`src/rtl/wb_arbiter.sv`:
```
// Write-back arbiter driving the register file's single write port: in-order ALU
// results take priority, load returns are buffered in a small FIFO with WAW kill.
module wb_arbiter #(
  parameter int unsigned DW    = 64,
  parameter int unsigned AW    = 5,
  parameter int unsigned DEPTH = 4
) (
  input  logic                         clk,
  input  logic                         reset_n,
  input  logic                         alu_valid,
  input  logic [AW-1:0]                alu_wa,
  input  logic [DW-1:0]                alu_wd,
  input  logic                         mem_valid,
  output logic                         mem_ready,
  input  logic [AW-1:0]                mem_wa,
  input  logic [DW-1:0]                mem_wd,
  output logic                         we3,
  output logic [AW-1:0]                wa3,
  output logic [DW-1:0]                wd3,
  output logic [(2**AW)-1:0]           pending,
  output logic [$clog2(DEPTH+1)-1:0]   fifo_count
);

  localparam int unsigned PW = (DEPTH > 1) ? $clog2(DEPTH) : 1;
  localparam int unsigned CW = $clog2(DEPTH + 1);
  localparam int unsigned NR = 2 ** AW;

  logic          occ_q  [DEPTH];
  logic          kill_q [DEPTH];
  logic [AW-1:0] wa_q   [DEPTH];
  logic [DW-1:0] wd_q   [DEPTH];
  logic [PW-1:0] rd_q, wr_q;

  logic          occ_n  [DEPTH];
  logic          kill_n [DEPTH];
  logic [AW-1:0] wa_n   [DEPTH];
  logic [DW-1:0] wd_n   [DEPTH];
  logic [PW-1:0] rd_n, wr_n;
  logic [CW-1:0] count_n;
  logic          we_n, ready_n;
  logic [AW-1:0] wa3_n;
  logic [DW-1:0] wd3_n;
  logic [NR-1:0] pending_n;

  logic alu_req, push, pop;

  // Next FIFO state, write-port selection and derived status, all from registered state
  always_comb begin
    occ_n     = occ_q;
    kill_n    = kill_q;
    wa_n      = wa_q;
    wd_n      = wd_q;
    rd_n      = rd_q;
    wr_n      = wr_q;
    we_n      = 1'b0;
    wa3_n     = wa3;
    wd3_n     = wd3;
    pending_n = '0;

    alu_req = alu_valid && (alu_wa != '1);
    push    = mem_valid && mem_ready && (mem_wa != '1);
    pop     = !alu_req && (fifo_count != '0);

    // The ALU result is younger than any buffered load to the same register
    for (int i = 0; i < int'(DEPTH); i++) begin
      if (alu_req && occ_q[i] && (wa_q[i] == alu_wa)) kill_n[i] = 1'b1;
    end

    if (alu_req) begin
      we_n  = 1'b1;
      wa3_n = alu_wa;
      wd3_n = alu_wd;
    end else if (pop) begin
      occ_n[rd_q] = 1'b0;
      rd_n        = rd_q + PW'(1);
      if (!kill_q[rd_q]) begin
        we_n  = 1'b1;
        wa3_n = wa_q[rd_q];
        wd3_n = wd_q[rd_q];
      end
    end

    // Pushed after the kill scan, so a same-cycle matching ALU write leaves it live
    if (push) begin
      occ_n[wr_q]  = 1'b1;
      kill_n[wr_q] = 1'b0;
      wa_n[wr_q]   = mem_wa;
      wd_n[wr_q]   = mem_wd;
      wr_n         = wr_q + PW'(1);
    end

    count_n = fifo_count + CW'(push) - CW'(pop);
    ready_n = count_n < CW'(DEPTH);

    for (int i = 0; i < int'(DEPTH); i++) begin
      if (occ_n[i] && !kill_n[i]) pending_n[wa_n[i]] = 1'b1;
    end
    pending_n[NR-1] = 1'b0;
  end

  always_ff @(posedge clk or negedge reset_n) begin
    if (!reset_n) begin
      for (int i = 0; i < int'(DEPTH); i++) begin
        occ_q[i]  <= 1'b0;
        kill_q[i] <= 1'b0;
        wa_q[i]   <= '0;
        wd_q[i]   <= '0;
      end
      rd_q       <= '0;
      wr_q       <= '0;
      fifo_count <= '0;
      mem_ready  <= 1'b1;
      we3        <= 1'b0;
      wa3        <= '0;
      wd3        <= '0;
      pending    <= '0;
    end else begin
      occ_q      <= occ_n;
      kill_q     <= kill_n;
      wa_q       <= wa_n;
      wd_q       <= wd_n;
      rd_q       <= rd_n;
      wr_q       <= wr_n;
      fifo_count <= count_n;
      mem_ready  <= ready_n;
      we3        <= we_n;
      wa3        <= wa3_n;
      wd3        <= wd3_n;
      pending    <= pending_n;
    end
  end

endmodule

```
`config.mk`:
```
export PLATFORM = sky130hd
export DESIGN_NAME = wb_arbiter
export DESIGN_NICKNAME = d
export VERILOG_FILES = /design/src/rtl/wb_arbiter.sv
export SDC_FILE = /design/constraint.sdc
export NUM_CORES = 1
export LEC_CHECK = 0
export BUFFER_PORTS_ARGS = -buffer_cell sky130_fd_sc_hd__buf_2
export CORE_UTILIZATION = 30
export DETAILED_ROUTE_END_ITERATION = 10
export PLACE_DENSITY_LB_ADDON = 0.2
export SLEW_MARGIN = 20
export SYNTH_ARGS = -nofsm -noshare
export SYNTH_HDL_FRONTEND = slang
export SYNTH_SLANG_ARGS = --single-unit
```
`constraint.sdc`:
```
create_clock -name clk -period 6.8 [get_ports clk]
set_input_delay 0.34 -clock clk [delete_from_list [all_inputs] [get_ports clk]]
set_output_delay 0.34 -clock clk [all_outputs]
set_load 0.01 [all_outputs]
```
==> results.json <==
{
  "status": "finished, final reports clean",
  "drv_cap": 0,
  "drive_gt1_share_pct": 19.46,
  "min_path_cells": 3,
  "worstSetupEndpointType": "flop",
  "powerDensity_nw_per_um2": 469.4,
  "dr.first_iter.drc_count": 1302,
  "clock_latency_ns": 0.59,
  "rows": 91,
  "synthMuxAreaShare_pct": 13.20,
  "grt_usage_pct": 19.41,
  "synth.avg_cell_area_sq_um": 9.596,
  "ys_seq_area_share_pct": 52.40,
  "start_kind": "flop",
  "cts_made_buffers": 48,
  "slew_viol_final": 0,
  "ctsResizeCount": 0,
  "antenna_found_initial": 3,
  "arrival_ns": 3.89,
  "grt_pass1_wl_um": 95100,
  "synth-seq-cells": 393,
  "worstRegToRegCells": 10,
  "die_w_um": 252.1,
  "period_minus_slack_ns": 3.444,
  "initial_utilization_pct": 30.42,
  "dieArea_sq_um": 63570,
  "setup-tns-final_ns": 0,
  "power.leakage_uw": 0.01184,
  "setup_viol_count_final": 0,
  "synthAdderAreaFrac_pct": 0.7732,
  "hp-class": "input pin to flop",
  "min_from": "mem_wd[55]",
  "grt_setup_unrepaired": "no",
  "grt_pass1_vias": 15890,
  "die_h_um": 252.1,
  "final_cell_area_sq_um": 23540,
  "yosys_warnings": 0,
  "drtAntennaViolNets": 0,
  "synth_edf_count": 0,
  "crit_fanout": 30,
  "portBuffers": 246,
  "netlist-cell-type-count": 75,
  "grt_max_degree": 182,
  "vdd_drop_max_v": 0.0003412,
  "gp_congestion": 0.8649,
  "pin_count": 248,
  "synth_xor_area_share_pct": 1.120,
  "gr-total-overflow": 0,
  "cp.required_ns": 7.24,
  "crit_type": "flop to flop",
  "place_area_sq_um": 20720,
  "r2r_slack_ns": 3.36,
  "rr_endpoint": "pending[26]$_DFF_PN0_",
  "syn-num-nets": 2109,
  "timing.final.crit_share_pct": 50.64,
  "fin_nets": 2420,
  "synth-simple-area-share_pct": 22.57,
  "cts_tree": "built",
  "cts_max_path_buffers": 3,
  "first_pass_iters": 5,
  "hpwlAfterDp_um": 37580,
  "wirelength_um": 61160,
  "relSlewSlack_pct": 27.74,
  "drc": 0,
  "core_area_sq_um": 61710,
  "synthesis.area_sq_um": 18770,
  "clk_pin_slew_ns": 0.05,
  "rr_startpoint": "wr_q[0]$_DFFE_PN0N_",
  "timing.fmax_ghz": 0.2904,
  "fin_worst_skew_ns": 0.02557,
  "h-tree-depth": 2,
  "finalHoldViolCount": 0,
  "synth_flop_cell": "dfrtp_1",
  "viasPerCell": 4.893,
  "whs_endpoint": "wd_q[119]$_DFFE_PN0P_",
  "ys_async_sr_fraction_pct": 100.0,
  "area_growth_pct": 25.41,
  "synthCells": 1956,
  "worst_slew_pin_slew_ns": 1.063,
  "synth_top_family_by_area": "simple AND/OR/NAND/NOR gates",
  "clock-root-buffer": "clkbuf_16",
  "wire_per_inst_um": 19.48,
  "vias": 15360,
  "clock_sinks": 393,
  "synth_compound_area_share_pct": 6.233
}
metal layers:
| metal | GRT usage (%) | vias to the layer above | share of wire, % |
|---|---|---|---|
| met5 | 0 | - | 0 |
| met4 | 4.883 | 0 | 1.8 |
| met3 | 2.873 | 73 | 5.3 |
| met2 | 31.30 | 480 | 47 |
| met1 | 27.30 | 7630 | 46 |
| li1 | - | 7181 | - |
report_power, final:
| part | internal (uW) | total, uW | switching [uW] | leakage (uW) |
|---|---|---|---|---|
| clock network | 1530 | 2550 | 1020 | 0.000771 |
| registers | 3390 | 4170 | 779 | 0.00494 |
| logic | 1840 | 4330 | 2490 | 0.00612 |
| total | 6760 | 11100 | 4290 | 0.0118 |
cells by family (layout without fill, tap and decap cells):
logic type | Yosys count | count (layout)
other | 1 | 2
muxes | 159 | 159
AOI/OAI and AO/OA | 168 | 168
xor gates and xnor gates | 24 | 24
and+or+nand+nor | 1043 | 1043
DFF | 393 | 393
adders and majority gates | 11 | 11
buffers and inverters | 157 | 503
layout by cell type (no fill, tap or decap), types with 7 or more instances in the layout:
| master | count |
|---|---|
| nand2_1 | 878 |
| dfrtp_1 | 390 |
| buf_2 | 245 |
| dlygate4sd3_1 | 123 |
| mux2i_1 | 83 |
| o21ai_0 | 76 |
| mux4_2 | 70 |
| clkbuf_16 | 48 |
| nand3_1 | 45 |
| nand4_1 | 35 |
| nor2_1 | 22 |
| inv_1 | 21 |
| buf_4 | 20 |
| a32oi_1 | 18 |
| xor2_1 | 16 |
| clkbuf_8 | 14 |
| clkbuf_1 | 13 |
| o211ai_1 | 12 |
| nor3_1 | 11 |
| ha_1 | 10 |
| xnor2_1 | 8 |
| and3_1 | 7 |
| o21ai_1 | 7 |
| o22ai_1 | 7 |
| nand3b_1 | 7 |
worst max-delay path: stages, from the launching register on:
cell      delay [ns]
dfrtp_1         0.40
inv_1           0.12
ha_1            0.23
nand3_1         0.15
a21oi_4         0.13
buf_4           0.42
mux2i_2         0.95
inv_2           0.37
and3_1          0.27
a22oi_2         0.13
o211ai_2        0.11
through the flow:
| step | cells | hold slack (ns) | power, uW | worst slack (ns) | utilization, % |
|---|---|---|---|---|---|
| 4_1_cts | 3138 | 0.0007478 | 11190 | 3.438 | 38.10 |
| 2_1_floorplan | 1956 | 0.04441 | 6947 | 4.312 | - |
| 3_3_place_gp | 2930 | 0.4277 | 8423 | 3.491 | 33.56 |
| 5_1_grt | 3139 | 0.01526 | 11830 | 3.221 | 38.14 |
| 3_5_place_dp | 2930 | 0.4434 | 8521 | 3.462 | 33.57 |
| 6_report | 3140 | 0.03180 | 11050 | 3.356 | 38.15 |
layout make-up:
cell class	instances	area (sq um)
antenna	1	2.502
clock buffer	75	1443
clock inverter	10	118.9
fill	6241	38170
inverter	27	101.3
multi-input combinational	1406	8314
sequential	393	9843
tap	837	1047
timing repair buffer	391	2670
sequential cells by signal (all words and copies together) (netlist names):
name / count
fifo_count: 3
kill_q: 4
mem_ready: 1
occ_q: 4
pending: 31
rd_q: 2
wa3: 5
wa_q: 20
wd3: 64
wd_q: 256
we3: 1
wr_q: 2
synth_stat cells (3+ instances only):
cell | count | share of area (%)
buf_1 | 11 | 0.22
and2_1 | 4 | 0.13
inv_1 | 21 | 0.42
o21ai_0 | 76 | 2.0
buf_4 | 8 | 0.32
xnor2_1 | 8 | 0.37
mux2_2 | 5 | 0.30
a41oi_1 | 4 | 0.19
a32oi_1 | 18 | 0.84
buf_2 | 40 | 1.1
clkbuf_1 | 68 | 1.4
mux2i_1 | 83 | 4.4
o211ai_1 | 12 | 0.48
or3_1 | 4 | 0.13
nor2_1 | 22 | 0.44
a21oi_2 | 3 | 0.14
nand3b_1 | 7 | 0.28
dfrtp_1 | 392 | 52
a41o_1 | 3 | 0.16
and3_1 | 7 | 0.23
buf_6 | 3 | 0.18
nand2b_1 | 6 | 0.20
nand4_1 | 35 | 1.2
nor2b_1 | 4 | 0.13
nand2_1 | 880 | 18
a211o_1 | 3 | 0.14
nor3_1 | 11 | 0.29
xor2_1 | 16 | 0.75
inv_2 | 5 | 0.10
nor4_1 | 6 | 0.20
nand3_1 | 45 | 1.2
o22ai_1 | 7 | 0.23
o21ai_1 | 7 | 0.19
ha_1 | 10 | 0.67
o41ai_1 | 3 | 0.14
mux4_2 | 70 | 8.4
o2111ai_1 | 3 | 0.14
o21a_1 | 3 | 0.12
worst max path at each step:
stage	startpoint	endpoint	slack, ns
after floorplan	mem_wa[0]	mem_ready$_DFF_PN1_	4.31
after global placement	wr_q[0]$_DFFE_PN0N_	pending[26]$_DFF_PN0_	3.49
after detailed placement	wr_q[0]$_DFFE_PN0N_	pending[26]$_DFF_PN0_	3.46
after CTS	wr_q[0]$_DFFE_PN0N_	pending[26]$_DFF_PN0_	3.44
after global routing	wr_q[0]$_DFFE_PN0N_	pending[26]$_DFF_PN0_	3.22
final	wr_q[0]$_DFFE_PN0N_	pending[26]$_DFF_PN0_	3.36
repair_timing:
action,in CTS,in global routing
hold buffers,123,0
endpoints found under the hold margin,382,0
buffers inserted,0,0
No activity file was read; power rests on OpenSTA's default activity.
